**src/rtl/ras_pkg.sv**
```systemverilog
// ras_pkg
//   Shared definitions for the return-address stack: default sizes, the
//   stored address type, and the per-cycle operation decode.
//   Optional feature macro used by the slice: RAS_STATS_EN (statistics).
package ras_pkg;

  localparam int RAS_ADDR_W = 32;
  localparam int RAS_DEPTH  = 8;
  localparam int RAS_PTR_W  = $clog2(RAS_DEPTH);

  typedef logic [RAS_ADDR_W-1:0] ras_addr_t;

  typedef enum logic [2:0] {
    RAS_NOP,
    RAS_PUSH,
    RAS_POP,
    RAS_SWAP,
    RAS_FLUSH
  } ras_op_e;

  // Priority is Flush > Push+Pop > Push > Pop. A simultaneous push and pop
  // on an empty stack has nothing to replace, so it degrades to a plain push.
  function automatic ras_op_e ras_decode(input logic flush,
                                         input logic push,
                                         input logic pop,
                                         input logic nonEmpty);
    if (flush)                  return RAS_FLUSH;
    if (push && pop && nonEmpty) return RAS_SWAP;
    if (push)                   return RAS_PUSH;
    if (pop)                    return RAS_POP;
    return RAS_NOP;
  endfunction

endpackage

```
**src/rtl/ras_sat_counter.sv**
```systemverilog
// ras_sat_counter
//   Event counter that increments on inc_i and holds at all-ones.
//   Ports:
//     clk_i    rising-edge clock
//     rstn_i   asynchronous reset, active-low (clears the count)
//     inc_i    count one event this cycle
//     count_o  current count, CNT_W bits
module ras_sat_counter #(
  parameter int CNT_W = 16
) (
  input  logic             clk_i,
  input  logic             rstn_i,
  input  logic             inc_i,
  output logic [CNT_W-1:0] count_o
);

  logic [CNT_W-1:0] count_q;
  logic [CNT_W-1:0] count_d;

  // Stop at all-ones instead of wrapping back to zero.
  always_comb begin
    count_d = count_q;
    if (inc_i && (count_q != {CNT_W{1'b1}})) begin
      count_d = count_q + CNT_W'(1);
    end
  end

  always_ff @(posedge clk_i or negedge rstn_i) begin
    if (!rstn_i) begin
      count_q <= '0;
    end else begin
      count_q <= count_d;
    end
  end

  assign count_o = count_q;

endmodule

```
**src/rtl/ret_addr_stack.sv**
```systemverilog
// ret_addr_stack
//   Return-address stack beside the PC-select mux. Calls push the return
//   address (call PC+1); returns pop it and TopAddr is the predicted target.
//   Storage is a circular buffer: pushing when full overwrites the oldest entry.
//   Ports:
//     clk       rising-edge clock
//     rstn      asynchronous reset, active-low
//     Flush     pipeline redirect; empties the stack (entries are not cleared)
//     PushEn    call in IF; push PushAddr
//     PushAddr  return address to push
//     PopEn     return in IF; consume the top entry
//     TopAddr   current top entry, 0 when empty
//     TopValid  stack non-empty
//     Depth     occupancy 0..DEPTH
//     Full      Depth == DEPTH
//     Empty     Depth == 0
//   Optional (macro RAS_STATS_EN): StatPush, StatOvf, StatUdf saturating
//   counters of accepted pushes, overflows and underflows.
module ret_addr_stack
  import ras_pkg::*;
#(
  parameter int ADDR_W = RAS_ADDR_W,
  parameter int DEPTH  = RAS_DEPTH,
  parameter int CNT_W  = 16
) (
  input  logic                     clk,
  input  logic                     rstn,
  input  logic                     Flush,
  input  logic                     PushEn,
  input  logic [ADDR_W-1:0]        PushAddr,
  input  logic                     PopEn,
  output logic [ADDR_W-1:0]        TopAddr,
  output logic                     TopValid,
  output logic [$clog2(DEPTH):0]   Depth,
  output logic                     Full,
  output logic                     Empty
`ifdef RAS_STATS_EN
  ,
  output logic [CNT_W-1:0]         StatPush,
  output logic [CNT_W-1:0]         StatOvf,
  output logic [CNT_W-1:0]         StatUdf
`endif
);

  localparam int PTR_W = $clog2(DEPTH);
  localparam int DEP_W = PTR_W + 1;

  logic [ADDR_W-1:0] mem_q [DEPTH];
  logic [PTR_W-1:0]  topPtr_q, topPtr_d;
  logic [DEP_W-1:0]  cnt_q, cnt_d;
  logic              memWe;
  logic [PTR_W-1:0]  memIdx;
  logic              isFull, isEmpty;
  ras_op_e           op;

  assign isFull  = (cnt_q == DEP_W'(DEPTH));
  assign isEmpty = (cnt_q == '0);
  assign op      = ras_decode(Flush, PushEn, PopEn, !isEmpty);

  // Next-state for pointer/count and the single memory write port. The
  // pointer wraps naturally in PTR_W bits, which gives the overwrite-oldest
  // behaviour on a full push without any extra logic.
  always_comb begin
    topPtr_d = topPtr_q;
    cnt_d    = cnt_q;
    memWe    = 1'b0;
    memIdx   = topPtr_q;
    unique case (op)
      RAS_FLUSH: begin
        topPtr_d = '0;
        cnt_d    = '0;
      end
      RAS_PUSH: begin
        topPtr_d = topPtr_q + PTR_W'(1);
        memWe    = 1'b1;
        memIdx   = topPtr_q + PTR_W'(1);
        if (!isFull) cnt_d = cnt_q + DEP_W'(1);
      end
      RAS_POP: begin
        if (!isEmpty) begin
          topPtr_d = topPtr_q - PTR_W'(1);
          cnt_d    = cnt_q - DEP_W'(1);
        end
      end
      RAS_SWAP: begin
        memWe  = 1'b1;
        memIdx = topPtr_q;
      end
      default: ;
    endcase
  end

  always_ff @(posedge clk or negedge rstn) begin
    if (!rstn) begin
      topPtr_q <= '0;
      cnt_q    <= '0;
    end else begin
      topPtr_q <= topPtr_d;
      cnt_q    <= cnt_d;
    end
  end

  always_ff @(posedge clk or negedge rstn) begin
    if (!rstn) begin
      for (int i = 0; i < DEPTH; i++) mem_q[i] <= '0;
    end else if (memWe) begin
      mem_q[memIdx] <= PushAddr;
    end
  end

  // No bypass from PushAddr: the top reflects registered state only.
  assign TopAddr  = isEmpty ? '0 : mem_q[topPtr_q];
  assign TopValid = !isEmpty;
  assign Depth    = cnt_q;
  assign Full     = isFull;
  assign Empty    = isEmpty;

`ifdef RAS_STATS_EN
  logic pushEvt, ovfEvt, udfEvt;

  // Flush cycles never reach PUSH/SWAP in the decode, and the underflow
  // term masks Flush explicitly, so flush-cycle events are not counted.
  assign pushEvt = (op == RAS_PUSH) || (op == RAS_SWAP);
  assign ovfEvt  = (op == RAS_PUSH) && isFull;
  assign udfEvt  = !Flush && PopEn && isEmpty;

  ras_sat_counter #(.CNT_W(CNT_W)) uStatPush (
    .clk_i(clk), .rstn_i(rstn), .inc_i(pushEvt), .count_o(StatPush));
  ras_sat_counter #(.CNT_W(CNT_W)) uStatOvf (
    .clk_i(clk), .rstn_i(rstn), .inc_i(ovfEvt), .count_o(StatOvf));
  ras_sat_counter #(.CNT_W(CNT_W)) uStatUdf (
    .clk_i(clk), .rstn_i(rstn), .inc_i(udfEvt), .count_o(StatUdf));
`endif

endmodule

```
**config.mk**
```make
export PLATFORM = sky130hd
export DESIGN_NAME = ret_addr_stack
export DESIGN_NICKNAME = d
export VERILOG_FILES = /design/src/rtl/ras_pkg.sv /design/src/rtl/ras_sat_counter.sv /design/src/rtl/ret_addr_stack.sv
export SDC_FILE = /design/constraint.sdc
export NUM_CORES = 1
export LEC_CHECK = 0
export CORE_ASPECT_RATIO = 0.9
export CORE_MARGIN = 2
export CORE_UTILIZATION = 55
export CTS_BUF_LIST = sky130_fd_sc_hd__clkbuf_16
export CTS_CLUSTER_DIAMETER = 30
export DETAILED_ROUTE_END_ITERATION = 8
export PLACE_DENSITY = 0.75
export SYNTH_ARGS = -nofsm -noshare
export SYNTH_HDL_FRONTEND = slang
export SYNTH_HIERARCHICAL = 1
export SYNTH_SLANG_ARGS = --single-unit
```
**constraint.sdc**
```tcl
create_clock -name clk -period 7.25 [get_ports clk]
set_clock_uncertainty 0.05 [all_clocks]
set_input_delay 1.45 -clock clk [delete_from_list [all_inputs] [get_ports clk]]
set_output_delay 1.45 -clock clk [all_outputs]
set_load 0.02 [all_outputs]
```
# After elaboration in Yosys (flattened, before gate mapping)
# Index checks and enable logic that the tools add are counted.
# classes
addsub,4
n_mux,32
eq_ne,7
bitwise,2
order_cmp,3
n_reduce_logical,9
# ops
cell,count
$bwmux 256,1
$mux 32,4
$bmux 32 s3,1
$demux 32 s3,1
$mux 3,10
$pmux 4 s3,1
$mux 1,11
$pmux 3 s3,1
$ge 4x4->1 const B,2
$mux 4,2
$not 3->4,2
$eq 3x2->1 const B,2
$add 4x1->4 const B,1
$eq 4x4->1 const B,1
$logic_not 4->1,1
$lt 4x1->1 const B,1
$ne 2x2->1 const B,2
$sub 4x1->4 const B,1
$add 3x1->3 const B,1
$eq 3x1->1 const B,1
$eq 3x3->1 const B,1
$logic_and 1x1->1,3
$reduce_and 3->1,1
$reduce_bool 3->1,1
other kinds (4),4
# word_totals
out_inout_bits,39
input_bits,37
ff_bits,263

# Longest topological paths before layout
# Gate-level depths: netlist of the first run.
# depth
word_depth,22
ltp_mapped,10
mapped_depth_nobuf,7

# Worst setup path after synthesis of the first run
# No wires, ideal clock.
# synth_timing
path_type,in2reg
start,in Flush
end,reg mem_q[139] (netlist name)
arrival_time_ps,3508
slack_ps,3567
stages,10
n_path_buf,3
cell_sequence,buf_2 nand2b_1 clkbuf_1 nor2_1 ha_1 nand2b_1 nor4_2 a41oi_2 buf_6 mux2_2
# synth_between
elab_chain_cells,10
elab_cells_between_ends,14
# synth_rtl
element,line,source
start: declaration,ret_addr_stack.sv:28,"input logic Flush,"
$mux 1 (*),ras_pkg.sv:27,if (flush) return RAS_FLUSH;
$mux 3 (*),ras_pkg.sv:28,if (push && pop && nonEmpty) return RAS_SWAP;
$eq 3x1->1,ret_addr_stack.sv:68,unique case (op)
$mux 3,ret_addr_stack.sv:68,
$not 3->4 (implied by the code),ret_addr_stack.sv:107,mem_q[memIdx] <= PushAddr;
$ge 4x4->1 (implied by the code) / $lt 4x1->1 (equally long branches),ret_addr_stack.sv:107,
$logic_and 1x1->1 (implied by the code),ret_addr_stack.sv:107,
$mux 32 (implied by the code),ret_addr_stack.sv:107,
$demux 32 s3,ret_addr_stack.sv:107,
$bwmux 256,ret_addr_stack.sv:107,
end signal: indexed assignment,ret_addr_stack.sv:107,
end: declaration,ret_addr_stack.sv:48,logic [ADDR_W-1:0] mem_q [DEPTH];
# Every way passes the cells marked *; elsewhere a longest branch is shown, timed or not.
# A chain may end at the register's enable or synchronous reset.

# Final worst setup path of the first run
# layout_timing
start,reg topPtr_q[0]
end,out TopAddr[20]
# layout_between
elab_chain_cells,5
# layout_rtl
element,line,source
start: declaration,ret_addr_stack.sv:49,"logic [PTR_W-1:0] topPtr_q, topPtr_d;"
start signal: assignment,ret_addr_stack.sv:98,topPtr_q <= topPtr_d;
$not 3->4 (implied by the code),ret_addr_stack.sv:112,assign TopAddr = isEmpty ? '0 : mem_q[topPtr_q];
$bmux 32 s3,ret_addr_stack.sv:112,
$mux 32 (implied by the code) (2 in series),ret_addr_stack.sv:112,
$mux 32,ret_addr_stack.sv:112,
end: declaration,ret_addr_stack.sv:32,"output logic [ADDR_W-1:0] TopAddr,"
# Every way passes these cells. The select of a mux whose other input is x is not followed.

==> summary by stage, run 1 <==
Route
The detail route stage leaves a number of antenna-violating nets equal to 0. The violation count after the first detailed-routing iteration is 408. Dividing the detail-routed wire length by the instance count gives 21.8 um. The detailed-route DRC error count is 0. The ratio of routed vias to standard cells is 5.96.

The final layout contains routed wiring with a total length of 26.0 mm. The routed layout has 7102 vias. The number of iterations in the first detailed-routing pass is 4.

Timing
The count of final hold-check violations is 0. Hold is met by 0.437 ns. Setup repair after global routing left no endpoint under its margin. For the finished layout, the period the worst path requires is 5.04 ns.

The final max-slew violation count is 0. The maximum achievable frequency is 198 MHz. The post-route worst setup slack is 2.21 ns. The share of the clock period used by the worst path is 69.6%. The accumulated negative setup slack is 0 ns. The count of final setup violators is 0.

For the pin with the worst max-slew slack, the measured transition is 1.16 ns. The relative max-transition margin is 22.3%.

Clocking
The clock tree from TritonCTS is built. The post-cts repair resize count is 0. Clock-pin slew was measured on the worst setup and hold paths at 0.05 ns.

In this run, CTS created clock tree buffers numbering 47. The root buffer cell chosen for the clock tree is clkbuf_16. The clock reaches the later pin of the worst-skew pair after 0.52 ns.

Clock tree synthesis found a total of 263 sinks. The number of hold-repair buffers added at the cts stage is 0. The number of buffers added for setup after CTS is 0. The clock tree synthesis step divided the H-tree into 2 levels.

The clock tree buffer depth is 3.

Pwr
In this run the power density over the cells is 481 nW/um^2. The overall power consumption is 7.12 mW. IR analysis of the VDD net gives a maximum drop of 264 uV. The standby leakage power is 6.49 nW.

Final layout
The number of antenna diodes in the final layout is 0. Measured on the finished design, the core utilization comes to 67.9%. The number of nets in the layout is 904. Of the cells placed in the final design, the portion with a size suffix greater than 1 is 45.2%. The number of filler cells placed in the layout is 1456. The synthesis-to-layout area growth is 20.3%.

Floorplan
The effective utilization at floorplan is 56.4%. In this run the vertical extent of the chip is 146 um. The number of rows created at floorplan is 51. From left edge to right edge, the die measures 162 um. The floorplan step defined a core boundary enclosing 21800 um^2.

Pin placement for this block handled 76 I/O pins. The die footprint is 23600 um^2.

Logic synthesis
The proportion of synthesized chip area in sequential cells is 53.5%. The share of the synthesized area in the top cell type is 53.5%. Of all flip-flops after synthesis, the portion carrying an async set or reset was 100%. The number of distinct standard cells referenced by the synthesized netlist is 47. When the netlist entered floorplanning its net count stood at 823. The instance count of the mapped netlist is 780. A synthesized cell averages 15.8 um^2. For this run, the number of Yosys warnings is 6. The area of the mapped netlist is 12300 um^2. The number of enable-type register cells in the synthesized netlist is 0. In this run, synthesis produced a sequential element count of 263. The main flop type after synthesis is dfrtp_1. The largest total area in the synthesized netlist belongs to dfrtp_1. Ranked by total cell area, the synthesized netlist is headed by dfrtp_1 53%, mux2_2 22%, mux4_2 12%.

Critical path
The slowest stage of the critical path belongs to the cell dfrtp_4. The biggest fanout along the worst timing path is 50. STA puts the critical path data arrival time at 3.54 ns. STA classifies the critical path endpoint as an output port.

The largest stage delay on the critical path is 1.08 ns. The startpoint kind of the worst setup timing path is a flip-flop. STA puts the critical path data required time at 5.75 ns. The type of the setup path with the least slack is reg2out. Traced cell by cell, the critical path runs through buf_4 > mux4_2 > mux2i_1 > nor2_1 > clkdlybuf4s50_1.

GRT
Entering global routing, the biggest net connects 131 pins. The number of global-route vias before repair is 7915. For this run, global-route usage on met2 was measured as 39.7%.

For this run, the total global-route usage over all layers was measured as 23.0%. The leftover overflow at the end of global routing is 0. The first-pass GRT wire length is 42.8 mm. The global routing met3 resource utilization is 4.67%. The number of antenna violations at the first check in global routing is 0. Global routing used 29.9% of the available met1 tracks.

The layer with the highest usage is met2.

Place
The final weighted congestion in routability-driven placement is 0.820. The number of buffers inserted by port buffering is 75. The placed wire-length estimate is 15.1 mm. The worst slack at placement is 2.07 ns.

Min path
The worst min-delay path class is reg2reg.

Job
The reported max-cap violation count is 0.

Outcome
The flow ran to the end, and the final reports show no timing, DRC or antenna violations.
## logic make-up (layout without fill, tap and decap cells)
| logic type | after synthesis | in the layout | share of synthesized area (%) |
|---|---|---|---|
| buffers and inverters | 58 | 178 | 2.97 |
| muxes | 353 | 353 | 37.8 |
| AOI/OAI and AO/OA | 28 | 28 | 1.93 |
| and+or+nand+nor | 67 | 67 | 2.79 |
| xor gates and xnor gates | 5 | 5 | 0.356 |
| adders and majority gates | 6 | 6 | 0.671 |
| DFF | 263 | 263 | 53.5 |
## path summary, 6_finish.rpt
kind                             startpoint           to  slack [ns]  depth (start not counted)
worst max-delay path            topPtr_q[0]  TopAddr[20]        2.21                          5
min in group asynchronous              rstn     Depth[0]        0.99                          1
max in group asynchronous              rstn    mem_q[79]        4.67                          2
worst min register to register   mem_q[153]   mem_q[153]        0.44                          1
worst min-delay path             mem_q[153]   mem_q[153]        0.44                          1
worst max register to register  topPtr_q[1]    mem_q[48]        2.80                          7
## cell usage after synthesis, types with 2 or more instances
cell type    n
a211oi_1     4
a21o_1       2
a21oi_1      4
buf_1        6
buf_2        9
buf_4       10
buf_6       13
clkbuf_1    15
dfrtp_1    263
ha_1         5
inv_1        4
mux2_1      20
mux2_2     236
mux2i_1     33
mux4_2      64
nand2_1      3
nand2b_1     5
nand4_1      2
nor2_1      44
nor4_1       3
o21a_2       2
o21ai_0      3
o21ai_2      2
o22ai_1      2
xnor2_1      4
## power breakdown
group          internal [mW]  switching (mW)  total [mW]
Combinational           1.38            1.07        2.46
Sequential              2.07           0.405        2.48
Clock                   1.44           0.743        2.18
Total                   4.90            2.22        7.12
## metrics by stage
stage	cells	area, um^2
after floorplan	780	12300
after global placement	1103	13200
after detailed placement	1103	13200
after CTS	1191	14800
after global routing	1191	14800
final	1191	14800
## cells in the final DEF, fill, tap and decap left out, drive strengths merged, types with 4 or more instances in the layout
| cell | count |
|---|---|
| nand2b | 5 |
| a211oi | 4 |
| a21oi | 5 |
| ha | 5 |
| mux2 | 256 |
| o21ai | 5 |
| clkinv | 21 |
| buf | 12 |
| xnor2 | 4 |
| mux2i | 33 |
| dfrtp | 263 |
| mux4 | 64 |
| inv | 14 |
| bufinv | 7 |
| clkbuf | 47 |
| nor4 | 5 |
| clkdlybuf4s50 | 74 |
| nor2 | 44 |
## sequential cells by signal, indices dropped and copies added, names as in the netlist
signal    cells
Depth         4
topPtr_q      3
mem_q       256
## layer usage
metal | part of all wire (%) | wire (um) | vias to the layer above
met3 | 5.5 | 1440 | 35
met4 | 1.4 | 370 | 0
met5 | 0 | 0 | -
met1 | 42 | 10800 | 3778
met2 | 52 | 13400 | 190
li1 | - | - | 3099
## area by class of cell
type                            count  area, um^2  share of cell area, %
Clock buffer                       47        1180                   7.94
Clock inverter                     41         424                   2.86
Inverter                            4        15.0                  0.101
Tap cell                          291         364                   2.46
Sequential cell                   263        6590                   44.5
Timing Repair Buffer               86         838                   5.66
Multi-Input combinational cell    459        5400                   36.5
## critical path, delay by kind of cell, from the launching register on
kind / cells / cell delay [ns]
buf+inv: 2 / 1.07
flops: 1 / 1.08
mux: 2 / 0.70
simple gates: 1 / 0.09
Power figures use the tool's default switching activity.
==> run 2: changes to the inputs <==
CORE_UTILIZATION = 54   (was 55)
PLACE_DENSITY = 0.76   (was 0.75)
clock period = 4.4 ns   (was 7.25 ns; I/O delays follow)
==> summary by stage, run 2 (same netlist as run 1, synthesis figures left out) <==
Critical path
The startpoint kind of the worst setup timing path is a flip-flop. The worst register-to-register path ends at mem_q[206]. The cell depth of the worst flop-to-flop path came to 7 (unchanged). The startpoint of the worst setup timing path is topPtr_q[0]. By startpoint and endpoint, the worst setup path is classified as reg2out. The startpoint identified for the worst register-to-register timing path is topPtr_q[0]. The biggest fanout along the worst timing path is 24 (-52%).

The worst path arrival time is 2.95 ns (-0.59 ns). The data required time of the worst path is 3.47 ns (-2.28 ns). The endpoint kind of the worst setup timing path is an output port. The internal reg-to-reg setup slack is 0.95 ns (-1.85 ns).

GRT
The global routing stage identified its most utilized layer as met2. The number of antenna violations at the first check in global routing came to 0 (unchanged). The overall routing resource usage was 24.0% (+0.98 points).

The number of global-route vias before repair is 8151 (+3.0%). The pin count of the biggest net entering global routing was 118 (-9.9%). The first-pass GRT wire length is 45.0 mm (+5.3%).

The global routing usage on met2 is 39.3% (-0.46 points). The leftover overflow at the end of global routing is 0 (unchanged). The global routing met3 resource utilization is 4.09% (-0.58 points).

The met1 usage in global routing is 32.9% (+2.9 points).

Clocking
The clock tree from TritonCTS is built. The number of buffers added for setup after CTS is 0 (unchanged). The clock-pin slew on the worst setup and hold paths is 0.05 ns (about the same). The clock tree buffer depth is 3 (unchanged). The worst-skew pair later-pin latency came to 0.53 ns (about the same). The number of hold-repair buffers added at the cts stage came to 0 (unchanged).

The total CTS buffers is 52 (+11%). The clock sink count is 263 (unchanged). CTS placed an instance of clkbuf_16 at the clock tree root.

The number of levels in the clock H-tree is 2 (unchanged). The post-cts repair resize count is 0 (unchanged).

Timing
The maximum achievable frequency is 258 MHz. The count of final setup violators is 0 (unchanged). The final-layout worst hold slack came to 0.364 ns (-0.0727 ns). The relative max-transition margin is 36.8% (+14 points).

Setup repair after global routing left no endpoint under its margin. The share of the clock period used by the worst path is 88.1%. The time the final worst path needs with I/O delays and setup is 3.88 ns. The slew at the pin closest to its max-slew limit was 0.944 ns (-0.221 ns). The post-route worst setup slack is 0.525 ns (-1.68 ns). The count of final hold-check violations is 0 (unchanged). The accumulated negative setup slack is 0 ns (unchanged). The final max-slew violation count is 0 (unchanged).

Final layout
The final standard cell utilization of the core came to 67.7% (-0.14 points). The footprint of the flip-flops and latches is 6590 um^2 (unchanged). The flip-flop count of the largest register after layout is 256 (unchanged). The number of filler cells placed in the layout is 1491 (+2.4%). The most flop-heavy register is mem_q.

The number of nets in the layout is 922 (+2.0%). The top cell types in the final layout, fill and taps aside, are 260 x dfrtp_1, 236 x mux2_2, 74 x clkdlybuf4s50_1, 64 x mux4_2, 54 x clkbuf_16. The fraction of layout instances using a drive strength above 1 came to 46.3% (+1.0 points). The antenna diode count came to 0 (unchanged). The area of combinational cells with multiple inputs came to 5400 um^2 (unchanged). The synthesis-to-layout area growth is 23.5%.

The most common cell after layout, fill and taps aside is dfrtp_1.

Pwr
The sequential share of power is 33.5% (-1.3 points). The fraction of power consumed by the clock network came to 32.3% (+1.6 points). The internal power came to 8.43 mW (+72%). The standby leakage power was 6.70 nW (+3.3%). The power density of the placed cells is 802 nW/um^2 (+67%). The overall power consumption came to 12.2 mW (+71%).

The proportion of total power due to net switching was 30.9% (-0.30 points). The worst vdd rail ir drop is 385 uV (+46%). The share of power burned in combinational logic is 34.2% (-0.3 points). The net switching power is 3.76 mW (+70%).

Place
The final weighted congestion in routability-driven placement is 0.835 (+1.9%). The worst slack at placement is 0.436 ns (-1.64 ns). The placed wire-length estimate is 15.9 mm (+5.5%). The number of buffers inserted by port buffering is 75 (unchanged).

Floorplan
The number of rows created at floorplan came to 52 (+2.0%). The area inside the core boundary is 22400 um^2 (+2.9%). The I/O pin count was 76 (unchanged). The effective utilization at floorplan is 54.8% (-1.6 points).

The x dimension of the die is 163 um (+0.90%). The die height came to 147 um (+0.90%). The die footprint is 24000 um^2 (+1.8%).

Route
The number of iterations in the first detailed-routing pass is 4 (unchanged). The routed wire length is 27.1 mm (+4.1%). The violation count after the first detailed-routing iteration is 416 (+2.0%). The detailed-route via count is 7214 (+1.6%). The count of antenna-violating nets left after detailed routing was 0 (unchanged). The ratio of routed vias to standard cells was 5.92 (-0.67%). The average wire length per cell after detail routing came to 22.2 um (+1.8%).

The detailed-route DRC error count was 0 (unchanged).

Min path
The path class of the tightest hold or removal check is in2async.

Outcome
The flow ran to the end, and the final reports show no timing, DRC or antenna violations.

Job
The reported max-cap violation count is 0 (unchanged).
-- run 2: cell types whose count changed in the layout (fill, tap and decap cells not counted), sizes merged --
| cell | change |
|---|---|
| clkbuf | +7 |
| inv | -2 |
| clkinv | +1 |
| buf | +13 |
| clkinvlp | +1 |
| bufinv | +1 |
-- run 2: per-stage QoR --
| step | cells | area (um^2) |
|---|---|---|
| 2_1_floorplan | 780 | 12300 |
| 5_1_grt | 1218 | 15200 |
| 3_3_place_gp | 1122 | 13400 |
| 6_report | 1218 | 15200 |
| 4_1_cts | 1218 | 15200 |
| 3_5_place_dp | 1122 | 13400 |
-- run 2: power by group through the flow --
stage	Clock, mW	Combinational, mW	Sequential [mW]
floorplan	0	2.99	3.77
global placement	0	4.05	3.99
detailed placement	0	4.17	4.10
CTS	4.00	4.22	4.08
global route	4.13	4.46	4.22
finish	3.94	4.17	4.08
-- run 2: critical path, stage by stage (launching register included) --
cell and delay (ns):
dfrtp_4 0.71, buf_12 0.29, mux4_2 0.54, mux2i_1 0.24, nor2_1 0.06, clkdlybuf4s50_1 0.55
-- run 2: how the worst max path moves through the flow --
stage	end	slack, ns	cells after the start
after CTS	TopAddr[2]	0.46	5
after global placement	mem_q[202]	0.53	8
after detailed placement	mem_q[206]	0.44	8
after floorplan	mem_q[139]	1.29	10
after global routing	TopAddr[31]	0.36	5
final	TopAddr[2]	0.52	5
-- run 2: routing by layer --
metal / vias to the layer above / wire, um / share of wire [%]
li1: 3144 / - / -
met1: 3857 / 11900 / 44
met2: 155 / 13600 / 50
met3: 58 / 1070 / 3.9
met4: 0 / 590 / 2.2
met5: - / 0 / 0
-- run 2: area by class of cell --
| cell class | instances | area share (%) |
|---|---|---|
| sequential | 263 | 43.3 |
| multi-input combinational | 459 | 35.5 |
| clock buffer | 54 | 8.89 |
| timing repair buffer | 99 | 6.82 |
| clock inverter | 42 | 2.86 |
| tap | 297 | 2.44 |
| inverter | 4 | 0.0988 |
